`config.mk`:
```
export PLATFORM = sky130hd
export DESIGN_NAME = tag_tx_ctrl_anc
export DESIGN_NICKNAME = d
export VERILOG_FILES = /design/src/rtl/tag_tx_ctrl_anc.sv
export SDC_FILE = /design/constraint.sdc
export NUM_CORES = 1
export LEC_CHECK = 0
export BUFFER_PORTS_ARGS = -buffer_cell sky130_fd_sc_hd__buf_2
export CAP_MARGIN = 20
export CORE_MARGIN = 2
export CORE_UTILIZATION = 49
export CTS_CLUSTER_SIZE = 30
export DETAILED_ROUTE_END_ITERATION = 7
export PLACE_DENSITY = 0.8
export SYNTH_ARGS = -nofsm -noshare
export SYNTH_HDL_FRONTEND = slang
export SYNTH_SLANG_ARGS = --single-unit
```
`constraint.sdc`:
```
create_clock -name clk -period 3.7 [get_ports clk]
set_input_delay 0.74 -clock clk [delete_from_list [all_inputs] [get_ports clk]]
set_output_delay 0.74 -clock clk [all_outputs]
set_load 0.05 [all_outputs]
```
`src/rtl/tag_tx_ctrl_anc.sv`:
```
// Anchor-side hop transmit sequencer: GPIO trigger, +AMP loc-sync, -AMP hop-sync, IQ pass-through, gap.
// Define TAG_TX_ACK_CHECK_EN to wait for the peer's sync_ready (fp_gpio_in[0]) after each trigger.
module tag_tx_ctrl_anc #(
  parameter int unsigned DATA_WIDTH     = 16,
  parameter int unsigned GPIO_REG_WIDTH = 12,
  parameter int unsigned SYNC_SIG_N     = 8192,
  parameter int unsigned SYNC_AMP       = 32000,
  parameter int unsigned TRIG_LEN       = 40,
  parameter int unsigned GAP_N          = 1024,
  parameter int unsigned NUM_HOPS       = 64,
  parameter int unsigned ACK_TIMEOUT    = 4096
) (
  input  logic                                              clk,
  input  logic                                              reset_n,
  input  logic                                              start,
  input  logic                                              abort,
  input  logic                                              scan_en,
  input  logic [DATA_WIDTH-1:0]                             itx_in,
  input  logic [DATA_WIDTH-1:0]                             qtx_in,
  input  logic [GPIO_REG_WIDTH-1:0]                         fp_gpio_in,
  output logic [GPIO_REG_WIDTH-1:0]                         fp_gpio_out,
  output logic [GPIO_REG_WIDTH-1:0]                         fp_gpio_ddr,
  output logic [DATA_WIDTH-1:0]                             itx_out,
  output logic [DATA_WIDTH-1:0]                             qtx_out,
  output logic                                              tx_valid,
  output logic [2:0]                                        tx_state,
  output logic [((NUM_HOPS > 1) ? $clog2(NUM_HOPS) : 1)-1:0] hop_idx,
  output logic                                              busy,
  output logic                                              done,
  output logic                                              ack_err
);

  localparam int unsigned HW = (NUM_HOPS > 1) ? $clog2(NUM_HOPS) : 1;
  localparam logic [DATA_WIDTH-1:0]     AMP_P    = DATA_WIDTH'(SYNC_AMP);
  localparam logic [DATA_WIDTH-1:0]     AMP_N    = ~AMP_P + 1'b1;
  localparam logic [GPIO_REG_WIDTH-1:0] GPIO_DDR = GPIO_REG_WIDTH'(12'h044);
  localparam logic [GPIO_REG_WIDTH-1:0] SYNC_BIT = GPIO_REG_WIDTH'(12'h004);
  localparam logic [GPIO_REG_WIDTH-1:0] SCAN_BIT = GPIO_REG_WIDTH'(12'h040);
  localparam logic [HW-1:0]             LAST_HOP = HW'(NUM_HOPS - 1);

  typedef enum logic [2:0] {
    S_IDLE  = 3'd0,
    S_TRIG  = 3'd1,
    S_LOC   = 3'd2,
    S_HSYNC = 3'd3,
    S_HTX   = 3'd4,
    S_GAP   = 3'd5,
    S_ACKW  = 3'd6
  } state_t;

  state_t                    state_q, state_d;
  logic [15:0]               cnt_q, cnt_d;
  logic [HW-1:0]             hop_q, hop_d;
  logic                      scan_q, scan_d;
  logic                      done_q, done_d;
  logic                      ack_err_q, ack_err_d;
  logic [GPIO_REG_WIDTH-1:0] gpio_q, gpio_d;
  logic [DATA_WIDTH-1:0]     i_q, i_d, q_q, q_d;
  logic                      valid_q, valid_d;

  // Counter value loaded on entry so that a state of length L exits after L cycles.
  function automatic logic [15:0] reload(state_t s, logic scan);
    int unsigned len;
    case (s)
      S_TRIG:  len = TRIG_LEN;
      S_LOC:   len = SYNC_SIG_N;
      S_HSYNC: len = scan ? SYNC_SIG_N : 3 * SYNC_SIG_N;
      S_HTX:   len = 2 * SYNC_SIG_N + 1;
      S_GAP:   len = GAP_N;
      S_ACKW:  len = ACK_TIMEOUT;
      default: len = 1;
    endcase
    return 16'(len - 1);
  endfunction

`ifdef TAG_TX_ACK_CHECK_EN
  logic [1:0] ack_sync_q, ack_sync_d;
  logic       ack_seen;
  logic       unused_gpio;
  assign ack_sync_d  = {ack_sync_q[0], fp_gpio_in[0]};
  assign ack_seen    = ack_sync_q[1];
  assign unused_gpio = ^fp_gpio_in[GPIO_REG_WIDTH-1:1];

  always_ff @(posedge clk or negedge reset_n) begin
    if (!reset_n) ack_sync_q <= '0;
    else          ack_sync_q <= ack_sync_d;
  end
`else
  logic unused_gpio;
  assign unused_gpio = ^fp_gpio_in;
`endif

  always_comb begin
    state_d   = state_q;
    hop_d     = hop_q;
    scan_d    = scan_q;
    ack_err_d = ack_err_q;
    done_d    = 1'b0;
    if (abort) begin
      state_d = S_IDLE;
    end else begin
      case (state_q)
        S_IDLE: if (start) begin
          state_d   = S_TRIG;
          hop_d     = '0;
          scan_d    = scan_en;
          ack_err_d = 1'b0;
        end
`ifdef TAG_TX_ACK_CHECK_EN
        S_TRIG: if (cnt_q == '0) state_d = S_ACKW;
        S_ACKW: begin
          if (ack_seen) begin
            state_d = S_LOC;
          end else if (cnt_q == '0) begin
            state_d   = S_IDLE;
            ack_err_d = 1'b1;
          end
        end
`else
        S_TRIG: if (cnt_q == '0) state_d = S_LOC;
`endif
        S_LOC:   if (cnt_q == '0) state_d = S_HSYNC;
        S_HSYNC: if (cnt_q == '0) state_d = S_HTX;
        S_HTX:   if (cnt_q == '0) state_d = S_GAP;
        S_GAP: if (cnt_q == '0) begin
          if (hop_q == LAST_HOP) begin
            state_d = S_IDLE;
            done_d  = 1'b1;
          end else begin
            state_d = S_TRIG;
            hop_d   = hop_q + 1'b1;
          end
        end
        default: state_d = S_IDLE;
      endcase
    end

    if (state_d != state_q) cnt_d = reload(state_d, scan_d);
    else if (cnt_q != '0)   cnt_d = cnt_q - 16'd1;
    else                    cnt_d = '0;

    // Outputs are registered from the next state so they line up with state_q.
    gpio_d  = '0;
    i_d     = '0;
    q_d     = '0;
    valid_d = 1'b0;
    case (state_d)
      S_TRIG:  gpio_d = SYNC_BIT | (scan_d ? SCAN_BIT : '0);
      S_ACKW:  gpio_d = scan_d ? SCAN_BIT : '0;
      S_LOC: begin
        gpio_d = scan_d ? SCAN_BIT : '0;
        i_d    = AMP_P;
      end
      S_HSYNC: i_d = AMP_N;
      S_HTX: begin
        i_d     = itx_in;
        q_d     = qtx_in;
        valid_d = 1'b1;
      end
      default: ;
    endcase
  end

  always_ff @(posedge clk or negedge reset_n) begin
    if (!reset_n) begin
      state_q   <= S_IDLE;
      cnt_q     <= '0;
      hop_q     <= '0;
      scan_q    <= 1'b0;
      done_q    <= 1'b0;
      ack_err_q <= 1'b0;
      gpio_q    <= '0;
      i_q       <= '0;
      q_q       <= '0;
      valid_q   <= 1'b0;
    end else begin
      state_q   <= state_d;
      cnt_q     <= cnt_d;
      hop_q     <= hop_d;
      scan_q    <= scan_d;
      done_q    <= done_d;
      ack_err_q <= ack_err_d;
      gpio_q    <= gpio_d;
      i_q       <= i_d;
      q_q       <= q_d;
      valid_q   <= valid_d;
    end
  end

  assign fp_gpio_out = gpio_q;
  assign fp_gpio_ddr = GPIO_DDR;
  assign itx_out     = i_q;
  assign qtx_out     = q_q;
  assign tx_valid    = valid_q;
  assign tx_state    = state_q;
  assign hop_idx     = hop_q;
  assign busy        = (state_q != S_IDLE);
  assign done        = done_q;
  assign ack_err     = ack_err_q;

endmodule
```
; ---- After elaboration in Yosys (flattened, before gate mapping)
; Cells that the tools add are included.
; W data, S select, Z words.
[word_totals]
ramBits = 0
ff_bits = 72
latch_bits = 0
out_inout_bits = 69
wordCells = 66
romBits = 0
mem_count = 0
input_bits = 49
[classes]
mux = 30
order_cmp = 0
n_bitwise = 1
addsub = 3
n_div = 0
mul = 0
eq_ne = 16
n_shift = 0
reduce_logical = 7
[op_table]
columns = op, count
row1 = $pmux W15 S6, 1
row2 = $mux W16, 4
row3 = $pmux W16 S3, 1
row4 = $sub A16 B1 Y16 const B, 2
row5 = $mux W3, 7
row6 = $mux W6, 3
row7 = $pmux W3 S6, 1
row8 = $logic_not A16 Y1, 1
row9 = $reduce_bool A16 Y1, 1
row10 = $eq A3 B3 Y1 const B, 5
row11 = $mux W15, 1
row12 = $pmux W7 S2, 1
row13 = $eq A3 B2 Y1 const B, 4
row14 = $pmux W6 S2, 1
row15 = $mux W1, 9
row16 = $mux W7, 1
row17 = $add A6 B1 Y6 const B, 1
row18 = $eq A3 B1 Y1 const B, 2
row19 = $eq A6 B6 Y1 const B, 1
row20 = $ne A2 B2 Y1 const B, 3
row21 = $reduce_and A5 Y1, 1
row22 = $logic_not A3 Y1, 1
row23 = $ne A3 B3 Y1, 1
row24 = $reduce_bool A3 Y1, 1
row25 = 3 further kinds, 3

; ---- Longest topological paths before layout
[logic_depth]
word_depth = 10
ltp_mapped = 14
mapped_depth_nobuf = 12

; ---- Worst setup path after synthesis
; Ideal clock, no wire load.
[synth_path]
kind = reg-to-reg
from = reg state_q[0] (netlist: tx_state[0])
to = reg cnt_q[14]
slack_ns = 1.061
path_buffers = 0
required_time_ns = 3.618
setup_time_ns = 0.082
period_less_slack_ns = 2.639
arrival_time_ns = 2.556
stages_incl_launch_ff = 11
cell_sequence = dfrtp_1 nor4b_1 and4_1 mux2i_1 inv_1 a31oi_2 inv_1 ha_1 and3_1 a21o_1 o22ai_1
[synth_between]
elab_chain_len = 8
elab_cells_between_ends = 28
cone_classes = add/sub: 1 / eq/ne: 12 / mux: 14 / reduce/logical: 1
[synth_rtl]
columns = item, line
row1 = start: declaration, 51  ; state_t state_q, state_d;
row2 = start signal: assignment, 177  ; state_q <= state_d;
row3 = $eq A3 B3 Y1 (tied with other cells), 102  ; case (state_q)
row4 = $pmux W3 S6 (*), 102
row5 = $mux W3 (*), 99  ; if (abort) begin
row6 = net state_d[1], 51
row7 = $eq A3 B3 Y1 (tied with other cells), 64  ; case (s)
row8 = $pmux W15 S6, 64
row9 = $mux W16, 138  ; if (state_d != state_q) cnt_d = reload(state_d, scan_d);
row10 = $sub A16 B1 Y16, 73  ; return 16'(len - 1);
row11 = $mux W16 (*), 138
row12 = net cnt_d[14], 52  ; logic [15:0] cnt_q, cnt_d;
row13 = end signal: assignment, 178  ; cnt_q <= cnt_d;
row14 = end: declaration, 52
; The timed path passes the listed nets; every way through them passes the cells marked *. The select of a mux whose other input is x is not followed.
; A chain may end at the register's enable or synchronous reset.

; ---- Worst setup path in the final report
[layout_path]
from = reg cnt_q[0]
to = reg cnt_q[14]
[layout_between]
elab_chain_len = 9
elab_cells_between_ends = 22
cone_classes = add/sub: 2 / eq/ne: 7 / mux: 11 / reduce/logical: 2
[layout_rtl]
columns = item, line
row1 = $logic_not A16 Y1 (*), n/a
row2 = $mux W3 (on tied branches), n/a
row3 = $pmux W3 S6 (*), 102
row4 = $mux W3 (*), 99
row5 = net state_d[1], 51
row6 = $eq A3 B3 Y1 (tied with other cells), 64
row7 = $pmux W15 S6, 64
row8 = $mux W16, 138
row9 = $sub A16 B1 Y16, 73
row10 = $mux W16 (*), 138
row11 = net cnt_d[14], 52
; Marked as above.

==> impl_metrics.ini <==
[logic_synthesis]
ys_seq_area_frac = 0.491
syn_area_per_cell_um2 = 10.7
ys_ff_latch = 62
ys_async_sr_fraction = 1.00
syn_area_um2 = 3160
netlist_instances = 295
synthFlopType = dfrtp_1
yosys.cell_types.count = 53
synth_edf_count = 0
yosys_warnings = 0

[setup_path]
worst-setup-path-type = flop to flop
rrSetupSlack_ns = 0.56
critPathMaxFanout = 7
startpoint_type = flop
cp.required_ns = 3.96
r2r_start = cnt_q[0]
endpoint_kind = flop
critPathArrivalTime_ns = 3.40
r2r_end = cnt_q[14]
worstRegToRegCells = 12

[floorplanning]
row_count = 29
start_util = 0.503
die_h_um = 84.3
dieArea_um2 = 7110
ioPinCount = 118
core_um2 = 6280
die_w_um = 84.3

[drt]
wl_per_cell_um = 14.2
drc = 0
routed_wl_um = 6480
drt_iter0_markers = 228
dr_total_vias = 2387
drt-vias-per-instance = 5.21
final_antenna_net_count = 0
first_pass_iters = 5

[sta]
fin_tns_setup_ns = 0
finClkSkew_ns = 0.00613
hold_violations = 0
setup_viol_count_final = 0
timing.final.ws_setup_ns = 0.560
worstMarginPinSlew_ns = 0.696
slew_headroom = 0.531
rsz0062_at_grt = no
clock.fmax_mhz = 318
period_share = 0.849
slew_viol_final = 0
fin_crit_ns = 3.14

[placement]
pre_cts_ws_ns = 0.680
post_dp_cell_area_um2 = 3490
dpl.hpwl_um = 4630
place_congestion = 0.881
portBuffers = 82

[global_route]
grt_overflow = 0
antenna_found_initial = 0
first_global_vias = 2344
grt_pass1_wl_um = 11200
grt_max_degree = 47
grt.total_usage = 0.198

[hold_path]
hold_class = input port to async pin

[cts]
cts_max_path_buffers = 2
cts_tree = yes
clock_latency_ns = 0.34
path_clk_slew_ns = 0.07
clock_sinks = 62
cts_hold_buf = 0
cts_buffers = 9
htreeDepth = 3
post_cts.repair.setup_buffers = 0
cts-resized-gates = 0
clock-root-buffer = clkbuf_8

[final_layout]
final_cell_area_um2 = 3670
diodes = 0
fill_cells = 557
fin_util = 0.585
area_delta_synth_final_pct = 16.3
nNetsFinal = 430
drive_above_1_share = 0.328

[power]
max-vdd-ir-drop_v = 0.000278
clock_power_share = 0.294
p_per_area_nw_per_um2 = 473
totalPowerFinal_uw = 1740
netSwitchingFraction = 0.336
p_leak_uw = 0.00192
combPwrFrac = 0.223
p_sw_uw = 584
seq_power_share = 0.484
p_int_uw = 1150

[run_status]
status = completed

[flow_run]
cap_violations = 0
## cell usage after synthesis (all sizes together) (2+ instances only)
| master | count | area (µm²) |
|---|---|---|
| xor2 | 8 | 70.1 |
| dfrtp | 62 | 1550 |
| a21oi | 10 | 61.3 |
| nand4 | 5 | 31.3 |
| conb | 2 | 7.51 |
| nor3b | 2 | 15.0 |
| nand2 | 12 | 45.0 |
| o21ai | 12 | 60.1 |
| nor4b | 2 | 23.8 |
| mux2 | 4 | 52.6 |
| clkbuf | 3 | 11.3 |
| buf | 33 | 263 |
| nor3 | 11 | 65.1 |
| nor2 | 27 | 104 |
| xnor2 | 11 | 96.3 |
| and3 | 5 | 31.3 |
| o21a | 2 | 16.3 |
| nand2b | 4 | 25.0 |
| a31oi | 2 | 18.8 |
| or3 | 6 | 37.5 |
| o22ai | 8 | 50.1 |
| nand3 | 2 | 10.0 |
| and4 | 2 | 17.5 |
| a21o | 3 | 22.5 |
| inv | 6 | 22.5 |
| nor4 | 6 | 67.6 |
| ha | 5 | 62.6 |
| mux2i | 2 | 20.0 |
| and2 | 26 | 190 |
## cells by family (layout without fill, tap and decap cells)
| logic type | Yosys count | count (layout) | synth area share |
|---|---|---|---|
| compound gates | 43 | 43 | 0.0922 |
| other cells | 2 | 23 | 0.00238 |
| buf+inv | 42 | 107 | 0.0938 |
| flops | 62 | 62 | 0.491 |
| simple gates | 116 | 116 | 0.225 |
| fa+ha+maj | 5 | 5 | 0.0198 |
| mux | 6 | 6 | 0.0230 |
| xor+xnor | 19 | 19 | 0.0527 |
## stage by stage
stage | cells | hold WS (ns)
global placement | 441 | 0.496
CTS | 457 | 0.537
floorplan | 316 | 0.444
detailed placement | 441 | 0.523
global route | 458 | 0.214
finish | 458 | 0.220
## sequential cells by signal, indices dropped and copies added (netlist names)
name and flops:
qtx_out 16, fp_gpio_out 2, scan_q 1, tx_state 3
itx_out 16, hop_idx 6, done 1, tx_valid 1
cnt_q 16
## worst max path at each step
stage                           start   endpoint  slack [ns]  depth (start not counted)
after floorplan           tx_state[0]  cnt_q[14]        1.06                         10
after global routing         cnt_q[0]  cnt_q[14]        0.40                         12
after CTS                    cnt_q[0]  cnt_q[14]        0.65                         12
final                        cnt_q[0]  cnt_q[14]        0.56                         12
after global placement       cnt_q[0]  cnt_q[14]        0.71                         12
after detailed placement     cnt_q[0]  cnt_q[14]        0.68                         12
## cells in the final DEF, fill, tap and decap left out, drive strengths merged, types with 2 or more instances in the layout
cell	n
a21oi	10
o22ai	8
and2	26
buf	85
nand4	5
nand3	2
nand2	12
mux2	4
and4	2
a21o	3
nand2b	4
or3	6
xnor2	11
clkbuf	12
nor4	6
nor3	11
nor4b	2
and3	5
a31oi	2
nor2	27
clkinv	3
o21a	2
conb	23
o21ai	12
nor3b	2
inv	6
mux2i	2
ha	5
xor2	8
dfrtp	62
## power groups by stage
stage               registers (µW)  clock network [µW]  logic, µW
global placement               845                   0        373
floorplan                      845                   0        310
detailed placement             851                   0        382
finish                         840                 511        387
global route                   852                 557        429
CTS                            840                 526        384
## worst max-delay path, cell delays in order, from the launching register on
cell and delay, ns:
dfrtp_1 0.40, inv_1 0.09, ha_1 0.18, nor4b_2 0.35
and4_1 0.27, mux2i_1 0.37, inv_1 0.22, a31oi_2 0.34
inv_1 0.08, ha_1 0.25, and3_1 0.21, a21o_1 0.18
o22ai_1 0.11
## area by class of cell
cell class / count / area, µm² / share of cell area
multi-input cells: 212 / 1390 / 0.379
repair buffers: 85 / 445 / 0.121
flip-flops and latches: 62 / 1550 / 0.422
well taps: 77 / 96.3 / 0.0262
clock inverters: 4 / 22.5 / 0.00613
clock buffers: 12 / 145 / 0.0395
inverters: 6 / 22.5 / 0.00613
## routing by layer
| layer | global-route usage | vias to the layer above | routed length (µm) |
|---|---|---|---|
| met5 | 0 | - | 0 |
| li1 | - | 1129 | - |
| met4 | 0.0777 | 0 | 113 |
| met2 | 0.330 | 107 | 3260 |
| met1 | 0.245 | 1138 | 2640 |
| met3 | 0.0560 | 13 | 471 |
(Power assumes the default switching activity.)
